[config.mk]
export PLATFORM = sky130hd
export DESIGN_NAME = knn_mem_arbiter
export DESIGN_NICKNAME = d
export VERILOG_FILES = /design/src/rtl/knn_mem_arbiter.sv
export SDC_FILE = /design/constraint.sdc
export NUM_CORES = 1
export LEC_CHECK = 0
export CAP_MARGIN = 20
export CORE_UTILIZATION = 40
export CTS_CLUSTER_SIZE = 12
export DETAILED_ROUTE_END_ITERATION = 16
export HOLD_SLACK_MARGIN = 0.1
export MAX_ROUTING_LAYER = met4
export PLACE_DENSITY_LB_ADDON = 0.12
export SLEW_MARGIN = 15
export SYNTH_ARGS = -nofsm -noshare
export SYNTH_HDL_FRONTEND = slang
export SYNTH_SLANG_ARGS = --single-unit
export TNS_END_PERCENT = 10
[constraint.sdc]
create_clock -name clk -period 5.5 [get_ports clk]
set_input_delay 1.1 -clock clk [delete_from_list [all_inputs] [get_ports clk]]
set_output_delay 1.1 -clock clk [all_outputs]
set_load 0.02 [all_outputs]
[src/rtl/knn_mem_arbiter.sv]
// rtl/knn_mem_arbiter.sv - two-requester arbiter for the shared KNN memory port
//
// Serialises read/write commands from requester 0 (KNN memory controller) and
// requester 1 (host loader) onto a single memory port, supports locked bursts
// and routes fixed-latency read returns back to the issuing requester.
//
// Optional feature macro: ARB_ROUND_ROBIN_EN
//   defined     : simultaneous requests in IDLE go to the requester that was
//                 not granted most recently (first tie after reset -> m0).
//   not defined : fixed priority, m0 always wins a tie.
//
// Ports:
//   clk, rst                     clock (rising edge), synchronous active-high reset
//   mX_read / mX_write           command request, held until mX_grant
//   mX_lock                      keep port ownership after the current grant
//   mX_addr / mX_wdata           command operands
//   mX_grant                     one-cycle pulse, command accepted and issued
//   mX_rvalid / mX_rdata         read return pulse and data (data held)
//   mem_read / mem_write         single-cycle memory strobes
//   mem_address / mem_writedata  registered command operands
//   mem_readdata                 memory read data, valid RD_LAT cycles after mem_read
//   owner                        2'b00 none, 2'b01 m0, 2'b10 m1
//   cmd_err                      sticky: a requester asserted read and write together

module knn_mem_arbiter #(
  parameter int W        = 32,
  parameter int ADDR_W   = 16,
  parameter int RD_LAT   = 2,
  parameter int MAX_LOCK = 64
) (
  input  logic              clk,
  input  logic              rst,

  input  logic              m0_read,
  input  logic              m0_write,
  input  logic              m0_lock,
  input  logic [ADDR_W-1:0] m0_addr,
  input  logic [W-1:0]      m0_wdata,
  output logic              m0_grant,
  output logic              m0_rvalid,
  output logic [W-1:0]      m0_rdata,

  input  logic              m1_read,
  input  logic              m1_write,
  input  logic              m1_lock,
  input  logic [ADDR_W-1:0] m1_addr,
  input  logic [W-1:0]      m1_wdata,
  output logic              m1_grant,
  output logic              m1_rvalid,
  output logic [W-1:0]      m1_rdata,

  output logic              mem_read,
  output logic              mem_write,
  output logic [ADDR_W-1:0] mem_address,
  output logic [W-1:0]      mem_writedata,
  input  logic [W-1:0]      mem_readdata,

  output logic [1:0]        owner,
  output logic              cmd_err
);

  localparam int LCW = $clog2(MAX_LOCK + 1);
  localparam logic [LCW-1:0] LOCK_LIMIT = LCW'(MAX_LOCK);

  typedef enum logic [1:0] {
    IDLE = 2'b00,
    OWN0 = 2'b01,
    OWN1 = 2'b10
  } state_t;

  state_t           state_q, state_d;
  logic [LCW-1:0]   lock_cnt_q, lock_cnt_d;

  logic             pend0, pend1;
  logic             tie_id;
  logic             issue;
  logic             issue_id;

  logic             sel_rd, sel_wr;
  logic [ADDR_W-1:0] sel_addr;
  logic [W-1:0]     sel_wdata;

  // Requester id of the command currently on the memory port.
  logic             port_id_q;

  // Read-return tag pipeline: one {valid, id} slot per cycle of memory latency.
  logic [RD_LAT-1:0] tag_v;
  logic [RD_LAT-1:0] tag_id;

  assign pend0 = m0_read | m0_write;
  assign pend1 = m1_read | m1_write;

`ifdef ARB_ROUND_ROBIN_EN
  // Id of the most recently granted requester; starts at m1 so the first tie goes to m0.
  logic last_q;

  assign tie_id = ~last_q;

  always_ff @(posedge clk) begin
    if (rst) begin
      last_q <= 1'b1;
    end else if (issue) begin
      last_q <= issue_id;
    end
  end
`else
  assign tie_id = 1'b0;
`endif

  // Next-state / issue decision.
  always_comb begin
    state_d    = state_q;
    lock_cnt_d = lock_cnt_q;
    issue      = 1'b0;
    issue_id   = 1'b0;

    case (state_q)
      IDLE: begin
        lock_cnt_d = '0;
        if (pend0 || pend1) begin
          issue      = 1'b1;
          issue_id   = (pend0 && pend1) ? tie_id : pend1;
          state_d    = issue_id ? OWN1 : OWN0;
          lock_cnt_d = LCW'(1);
        end
      end

      OWN0: begin
        // Lock is checked in the cycle the previous grant is visible, so a
        // requester drops lock together with its last request.
        if (!m0_lock || (lock_cnt_q >= LOCK_LIMIT)) begin
          state_d    = IDLE;
          lock_cnt_d = '0;
        end else if (pend0) begin
          issue      = 1'b1;
          issue_id   = 1'b0;
          lock_cnt_d = lock_cnt_q + LCW'(1);
        end
      end

      OWN1: begin
        if (!m1_lock || (lock_cnt_q >= LOCK_LIMIT)) begin
          state_d    = IDLE;
          lock_cnt_d = '0;
        end else if (pend1) begin
          issue      = 1'b1;
          issue_id   = 1'b1;
          lock_cnt_d = lock_cnt_q + LCW'(1);
        end
      end

      default: begin
        state_d    = IDLE;
        lock_cnt_d = '0;
      end
    endcase
  end

  // Operand mux for the selected requester.
  always_comb begin
    sel_rd    = m0_read;
    sel_wr    = m0_write;
    sel_addr  = m0_addr;
    sel_wdata = m0_wdata;
    if (issue_id) begin
      sel_rd    = m1_read;
      sel_wr    = m1_write;
      sel_addr  = m1_addr;
      sel_wdata = m1_wdata;
    end
  end

  always_comb begin
    case (state_q)
      OWN0:    owner = 2'b01;
      OWN1:    owner = 2'b10;
      default: owner = 2'b00;
    endcase
  end

  always_ff @(posedge clk) begin
    if (rst) begin
      state_q       <= IDLE;
      lock_cnt_q    <= '0;
      m0_grant      <= 1'b0;
      m1_grant      <= 1'b0;
      mem_read      <= 1'b0;
      mem_write     <= 1'b0;
      mem_address   <= '0;
      mem_writedata <= '0;
      port_id_q     <= 1'b0;
      cmd_err       <= 1'b0;
    end else begin
      state_q    <= state_d;
      lock_cnt_q <= lock_cnt_d;
      m0_grant   <= issue & ~issue_id;
      m1_grant   <= issue & issue_id;
      // A combined read+write becomes a write only; the read half is dropped.
      mem_read   <= issue & sel_rd & ~sel_wr;
      mem_write  <= issue & sel_wr;
      if (issue) begin
        mem_address   <= sel_addr;
        mem_writedata <= sel_wdata;
        port_id_q     <= issue_id;
      end
      if (issue && sel_rd && sel_wr) begin
        cmd_err <= 1'b1;
      end
    end
  end

  // Tags enter when the read strobe is on the port; the slot leaving the last
  // stage lines up with mem_readdata, which is captured on the same edge.
  always_ff @(posedge clk) begin
    if (rst) begin
      tag_v     <= '0;
      tag_id    <= '0;
      m0_rvalid <= 1'b0;
      m1_rvalid <= 1'b0;
      m0_rdata  <= '0;
      m1_rdata  <= '0;
    end else begin
      tag_v[0]  <= mem_read;
      tag_id[0] <= port_id_q;
      for (int i = 1; i < RD_LAT; i++) begin
        tag_v[i]  <= tag_v[i-1];
        tag_id[i] <= tag_id[i-1];
      end

      m0_rvalid <= 1'b0;
      m1_rvalid <= 1'b0;
      if (tag_v[RD_LAT-1]) begin
        if (tag_id[RD_LAT-1]) begin
          m1_rvalid <= 1'b1;
          m1_rdata  <= mem_readdata;
        end else begin
          m0_rvalid <= 1'b1;
          m0_rdata  <= mem_readdata;
        end
      end
    end
  end

endmodule

# Yosys cells after proc, flatten, opt, wreduce, memory -nomap -nowiden
# Index checks and enable logic that the tools add are counted.
# op_classes
n_addsub,1
mul,0
div_mod_pow,0
order_cmp,1
n_eq_ne,7
n_shift,0
mux,27
n_bitwise,11
reduce_logical,14
# ops
op,n
32-bit 2-to-1 mux,1
7-bit 2-to-1 mux,4
7-bit one-hot mux with 3 select lines,1
16-bit 2-to-1 mux,1
1-bit 2-to-1 mux,12
2-bit 2-to-1 mux,4
"7-bit by 1-bit adder with 7-bit output, second input constant",1
"7-bit >= comparator, second input constant",1
"2-bit != test, second input constant",3
"3-bit != test, second input constant",2
2-bit one-hot mux with 3 select lines,1
2-bit AND reduction,3
1-bit bitwise AND,5
1-bit NOT,4
2-bit one-hot mux with 2 select lines,1
1-bit logical AND,3
1-bit logical OR,3
1-bit one-hot mux with 3 select lines,1
3-bit AND reduction,1
"2-bit by 1-bit equality test with 1-bit output, second input constant",1
"2-bit equality test, second input constant",1
1-bit zero test,2
2-bit zero test,1
1-bit bitwise OR,2
2 further kinds,2
# totals
ff_bits,133
latchBits,0
mem_bits_rw,0
rom_bits,0
inputBits,136
wordCells,77
mem_count,0

# Depth between registers and ports, before layout
# Gate-level depths: netlist of run 1.
# logic_depth
ltp_word,8
mapped_depth,6
ltp_nobuf,5

# Worst setup path after synthesis of run 1
# Ideal clock, no wire load.
# synth_path
path_type,input to register
startpoint,input m1_lock
endpoint,register mem_address[11]
setup_time_ns,0.134
arrival_time_ns,2.356
setup_slack_ns,3.010
path_stages,6
n_path_buf,2
path_cell_list,or4bb_1 -> clkbuf_1 -> a21oi_4 -> buf_6 -> mux2i_1 -> a211oi_1
# synth_via
elab_chain_cells,5
word_cells_on_any_way,6
# synth_lines
item,line_no,source
start: declaration,45,"input logic m1_lock,"
1-bit zero test (*),142,if (!m1_lock || (lock_cnt_q >= LOCK_LIMIT)) begin
1-bit logical OR (*),142,
1-bit 2-to-1 mux (*),142,
1-bit one-hot mux with 2 select lines,117,case (state_q)
16-bit 2-to-1 mux,165,if (issue_id) begin
end signal: assignment,202,mem_address <= sel_addr;
end: declaration,54,"output logic [ADDR_W-1:0] mem_address,"
# Mark *: on every way between the ends. The rest lies on a longest branch, timed or not.
# A chain may end at the register's enable or synchronous reset.

# Final worst setup path of run 1
# layout_path
startpoint,input m1_lock
endpoint,register mem_writedata[16]
# layout_via
elab_chain_cells,5
word_cells_on_any_way,6
# layout_lines
item,line_no,source
1-bit zero test (*),142,
1-bit logical OR (*),142,
1-bit 2-to-1 mux (*),142,
1-bit one-hot mux with 2 select lines,117,
32-bit 2-to-1 mux,165,
end signal: assignment,203,mem_writedata <= sel_wdata;
end: declaration,55,"output logic [W-1:0] mem_writedata,"
# Marked as above.

==> results of run 1 <==
## power by group
| group | internal [W] | switching [W] | leakage, nW | total [W] |
|---|---|---|---|---|
| combinational | 0.000217 | 0.000215 | 1.50 | 0.000432 |
| clock | 0.000787 | 0.000393 | 0.308 | 0.00118 |
| sequential | 0.00101 | 0.0000292 | 1.08 | 0.00104 |
## logic make-up after synthesis
group           Yosys count  share of synthesized area, %
xor+xnor                  1                         0.172
fa+ha+maj                 1                         0.246
compound gates          182                          21.0
simple gates            223                          19.8
flops                   133                          52.3
mux                      10                          1.97
buf+inv                  57                          4.50
## state kept, by name, indices dropped and copies added, names as in the netlist, 2 cells and up
register	cells
state_q	2
tag_id	2
tag_v	2
m0_rdata	32
mem_writedata	32
m1_rdata	32
mem_address	16
lock_cnt_q	7
## area by class of cell
class	count	area share [%]
flip-flops and latches	133	31.8
clock buffers	21	5.62
repair buffers	266	31.8
multi-input cells	417	26.3
well taps	168	2.51
inverters	4	0.179
clock inverters	10	1.82
## worst paths after layout
kind / to / start / cells after the start / slack, ns
setup / recovery: mem_writedata[16]$_SDFFE_PP0P_ / m1_lock / 6 / 2.08
hold / removal: tag_v[1]$_SDFF_PP0_ / tag_v[0]$_SDFF_PP0_ / 1 / 0.44
hold reg to reg: tag_v[1]$_SDFF_PP0_ / tag_v[0]$_SDFF_PP0_ / 1 / 0.44
setup reg to reg: mem_writedata[16]$_SDFFE_PP0P_ / state_q[1]$_SDFFE_PP0P_ / 5 / 2.78
## cells in the final DEF, fill, tap and decap left out, types with 2 or more instances in the layout
master,instances
nand2_1,133
buf_4,9
or2_2,2
nand2b_1,3
bufinv_16,4
clkdlybuf4s50_1,255
nand3_1,41
o31ai_1,2
and4bb_2,2
a21oi_1,113
nand3b_1,2
o21ai_0,8
nor2_1,8
a211oi_1,10
dfxtp_1,133
clkbuf_16,17
inv_1,4
clkbuf_8,3
nor2b_1,8
o22ai_1,3
a211o_1,2
mux2i_1,10
nor3b_1,3
nor3_1,15
clkinv_2,5
a22oi_1,40
## routing by layer
metal	track usage, %	part of all wire (%)	vias to the layer above	wire length [um]
li1	-	-	2579	-
met1	26.4	38	2492	6180
met2	43.9	52	226	8360
met3	7.22	7.6	34	1230
met4	12.3	2.8	0	456
met5	-	0	-	0
## metrics by stage
step	cells	hold WS (ns)	instance area (um2)	worst slack [ns]	utilization, %
after floorplan	607	0.414	5090	3.01	-
after global placement	986	0.432	7710	1.75	63.1
after detailed placement	988	0.430	7750	1.66	63.5
after CTS	1019	0.443	8370	2.09	68.6
after global routing	1019	0.453	8370	1.93	68.6
final	1019	0.441	8370	2.08	68.6
==> impl_metrics.env, run 1 <==
export IMPL_status="finished clean"
export IMPL_cap_violations=0
export IMPL_post_dp_hpwl_um=11300
export IMPL_cts_made_buffers=17
export IMPL_cellLeakagePower_nw=2.90
export IMPL_syn_avg_cell_area_um2=8.38
export IMPL_netlist_top_cells_count="dfxtp_1, nand2_1, a21oi_1"
export IMPL_synth_main_ff_cell="dfxtp_1"
export IMPL_synth_edf_count=0
export IMPL_slowest_stage="a21oi_4"
export IMPL_nets=976
export IMPL_cp_max_fo=28
export IMPL_worstHoldPathType="reg2reg"
export IMPL_ys_top_cells_by_area="dfxtp_1, a21oi_1, nand2_1"
export IMPL_cp_slowest_stage_delay_ns=0.80
export IMPL_yosysWarnings=0
export IMPL_globalRouteTotalUtil_pct=25.3
export IMPL_die_h_um=115
export IMPL_crit_chain="clkdlybuf4s50_1, or4bb_1, a21oi_4, buf_4, a22oi_1, a21oi_1"
export IMPL_async_reset_ff_share_pct=0
export IMPL_fin_tns_setup_ns=0
export IMPL_drt_iter0_drc=477
export IMPL_antenna_left=0
export IMPL_worstSetupStartpointType="input port"
export IMPL_synth_seq_cells=133
export IMPL_chipWidth_um=115
export IMPL_h_tree_depth=4
export IMPL_start_util_pct=41.6
export IMPL_clockRootBuffer="clkbuf_16"
export IMPL_crit_buf_inv=2
export IMPL_drcViolationCount=0
export IMPL_ys_types=35
export IMPL_first_pass_iters=5
export IMPL_multi_input_area_um2=2200
export IMPL_clkTransAtPathRegs_ns=0.05
export IMPL_postCtsSetupRepairBufs=0
export IMPL_ir_drop_mv=0.179
export IMPL_setup_viol=0
export IMPL_fin_crit_sh_pct=62.1
export IMPL_fmax_mhz=293
export IMPL_clock_latency_ns=0.41
export IMPL_layout_drive_gt1_share_pct=5.76
export IMPL_grt_setup_unrepaired="no"
export IMPL_clock_skew_ns=0.00537
export IMPL_routed_wl_um=16200
export IMPL_via_count=5331
export IMPL_cts_tree="yes"
export IMPL_end_kind="register"
export IMPL_crit_type="in2reg"
export IMPL_slew_headroom_pct=37.3
export IMPL_synth_top_cell_by_area="dfxtp_1"
export IMPL_vias_per_cell=5.23
export IMPL_syn_inst=607
export IMPL_wl_per_cell_um=15.9
export IMPL_tightest_slew_ns=0.938
export IMPL_area_growth_synth_to_final_pct=64.6
export IMPL_antenna_found_initial=0
export IMPL_synth_top_cell_area_share_pct=52.3
export IMPL_grt_pass1_vias=5248
export IMPL_hold_viol=0
export IMPL_boundaryPins=257
export IMPL_syn_cell_area_um2=5090
export IMPL_die_area_um2=13200
export IMPL_clock_sinks=133
export IMPL_yosysSeqAreaShare_pct=52.3
export IMPL_maxSlewViolCount=0
export IMPL_fillers=1004
export IMPL_syn_nets=744
export IMPL_finalPower_w=0.00265
export IMPL_fin_crit_ns=3.42
export IMPL_core_area_um2=12200
export IMPL_grt_first_pass_wirelength_um=25000
export IMPL_holdBufCountCts=0
export IMPL_cts_buffer_depth=2
export IMPL_grt_max_degree=70
export IMPL_port_buffer_count=256
export IMPL_grt_overflow=0
export IMPL_diodes=0
export IMPL_cts_resized=0
export IMPL_power_density_nw_per_um2=317
export IMPL_crit_arrival_ns=3.74
export IMPL_worstPathRequired_ns=5.83
export IMPL_cp_top_family="compound AO/OA/AOI/OAI gates"
export IMPL_row_count=40
export IMPL_gp_congestion=0.801
export IMPL_regArea_um2=2660
(Power assumes the default switching activity.)
==> inputs of run 2 (changes only) <==
clock period = 3.4 ns   (was 5.5 ns; I/O delays follow)
==> run 2 against run 1 <==
  * Non-clock buffer count did not move
  * Global-route usage fell by 0.53 points
  * Cell area rose by 0.28%
==> impl_metrics.env, run 2 (same netlist as run 1, synthesis figures left out) <==
export IMPL_startpoint="state_q[0]$_SDFFE_PP0P_"
export IMPL_worstSetupStartpointType="register"
export IMPL_die_area_um2=13200
export IMPL_crit_end="owner[0]"
export IMPL_final_cells=1020
export IMPL_boundaryPins=257
export IMPL_setup_viol=0
export IMPL_end_kind="primary output"
export IMPL_tightest_slew_ns=0.775
export IMPL_drcViolationCount=0
export IMPL_cts_made_buffers=17
export IMPL_nets=976
export IMPL_row_count=40
export IMPL_final_common_cell="clkdlybuf4s50_1"
export IMPL_dp_slack_ns=0.607
export IMPL_slew_headroom_pct=48.3
export IMPL_maxSlewViolCount=0
export IMPL_cts_resized=0
export IMPL_h_tree_depth=4
export IMPL_core_area_um2=12200
export IMPL_r2r_end="mem_address[13]$_SDFFE_PP0P_"
export IMPL_vias_per_cell=5.14
export IMPL_fin_tns_setup_ns=0
export IMPL_start_util_pct=41.6
export IMPL_ir_drop_mv=0.306
export IMPL_area_growth_synth_to_final_pct=65.1
export IMPL_mostFrequentLayoutCells="clkdlybuf4s50_1, nand2_1, dfxtp_1, a21oi_1, nand3_1"
export IMPL_post_dp_hpwl_um=11200
export IMPL_worstPathRequired_ns=2.72
export IMPL_gp_congestion=0.825
export IMPL_die_h_um=115
export IMPL_worstRegToRegCells=5
export IMPL_postCtsSetupRepairBufs=0
export IMPL_first_pass_iters=4
export IMPL_cellLeakagePower_nw=2.90
export IMPL_grt_pass1_vias=5038
export IMPL_clock_sinks=133
export IMPL_cp_max_fo=11
export IMPL_antenna_left=0
export IMPL_grt_first_pass_wirelength_um=24400
export IMPL_crit_arrival_ns=1.75
export IMPL_wl_per_cell_um=15.6
export IMPL_clock_latency_ns=0.41
export IMPL_grt_setup_unrepaired="no"
export IMPL_clockRootBuffer="clkbuf_16"
export IMPL_chipWidth_um=115
export IMPL_cap_violations=0
export IMPL_cts_tree="yes"
export IMPL_diodes=0
export IMPL_crit_type="reg2out"
export IMPL_drt_iter0_drc=360
export IMPL_fmax_mhz=411
export IMPL_worstHoldPathType="reg2reg"
export IMPL_cts_buffer_depth=2
export IMPL_rrSetupSlack_ns=1.15
export IMPL_setup_ws_ns=0.968
export IMPL_holdBufCountCts=0
export IMPL_fin_crit_ns=2.43
export IMPL_layout_drive_gt1_share_pct=5.87
export IMPL_hold_viol=0
export IMPL_clkTransAtPathRegs_ns=0.06
export IMPL_status="finished clean"
export IMPL_dp_cells=988
export IMPL_via_count=5246
export IMPL_grt_overflow=0
export IMPL_fin_crit_sh_pct=71.5
export IMPL_clock_skew_ns=0.00785
export IMPL_globalRouteTotalUtil_pct=24.8
export IMPL_routed_wl_um=15900
export IMPL_utilization_pct=68.8
export IMPL_power_density_nw_per_um2=508
export IMPL_reg_top3="m0_rdata: 32 flops, m1_rdata: 32 flops, mem_writedata: 32 flops"
export IMPL_reg2reg_from="state_q[0]$_SDFFE_PP0P_"
export IMPL_grt_max_degree=69
export IMPL_port_buffer_count=256
export IMPL_antenna_found_initial=0
## run 2: changes by cell type in the layout (fill, tap and decap cells not counted), sizes merged
cell    previous run  this run
inv                4         8
clkbuf            21        19
bufinv             4         3
## run 2: final cells by class
cell class | instances | area, um2
Clock buffer | 19 | 443
Clock inverter | 13 | 169
Fill cell | 1010 | 3810
Inverter | 4 | 15.0
Multi-Input combinational cell | 417 | 2200
Sequential cell | 133 | 2660
Tap cell | 168 | 210
Timing Repair Buffer | 266 | 2700
## run 2: worst max-delay path, stage by stage (launching register included)
cell	delay, ns
dfxtp_1	0.54
nor2b_1	0.18
clkdlybuf4s50_1	0.62
## run 2: how the worst min path moves through the flow
stage	start	to	slack [ns]	cells after the start
floorplan	tag_id[0]$_SDFF_PP0_	tag_id[1]$_SDFF_PP0_	0.41	1
global placement	tag_v[0]$_SDFF_PP0_	tag_v[1]$_SDFF_PP0_	0.42	1
detailed placement	tag_id[0]$_SDFF_PP0_	tag_id[1]$_SDFF_PP0_	0.43	1
CTS	tag_id[0]$_SDFF_PP0_	tag_id[1]$_SDFF_PP0_	0.44	1
global route	tag_id[0]$_SDFF_PP0_	tag_id[1]$_SDFF_PP0_	0.47	1
finish	tag_id[0]$_SDFF_PP0_	tag_id[1]$_SDFF_PP0_	0.44	1
## run 2: routing by layer
| layer | global-route usage (%) | share of wire, % |
|---|---|---|
| met3 | 7.06 | 7.3 |
| met1 | 26.0 | 39 |
| met4 | 10.4 | 2.2 |
| met2 | 43.6 | 51 |
| met5 | - | 0 |
## run 2: where the power goes
group / internal [W] / switching, W
clock: 0.00118 / 0.000692
combinational: 0.000359 / 0.000350
sequential: 0.00164 / 0.0000462
total: 0.00318 / 0.00109
## run 2: metrics by stage
step | instance area [um2] | total power [W] | hold WS [ns]
final | 8400 | 0.00426 | 0.435
after global routing | 8400 | 0.00443 | 0.469
after detailed placement | 7790 | 0.00242 | 0.427
after floorplan | 5090 | 0.00203 | 0.414
after global placement | 7740 | 0.00241 | 0.416
after CTS | 8400 | 0.00430 | 0.440
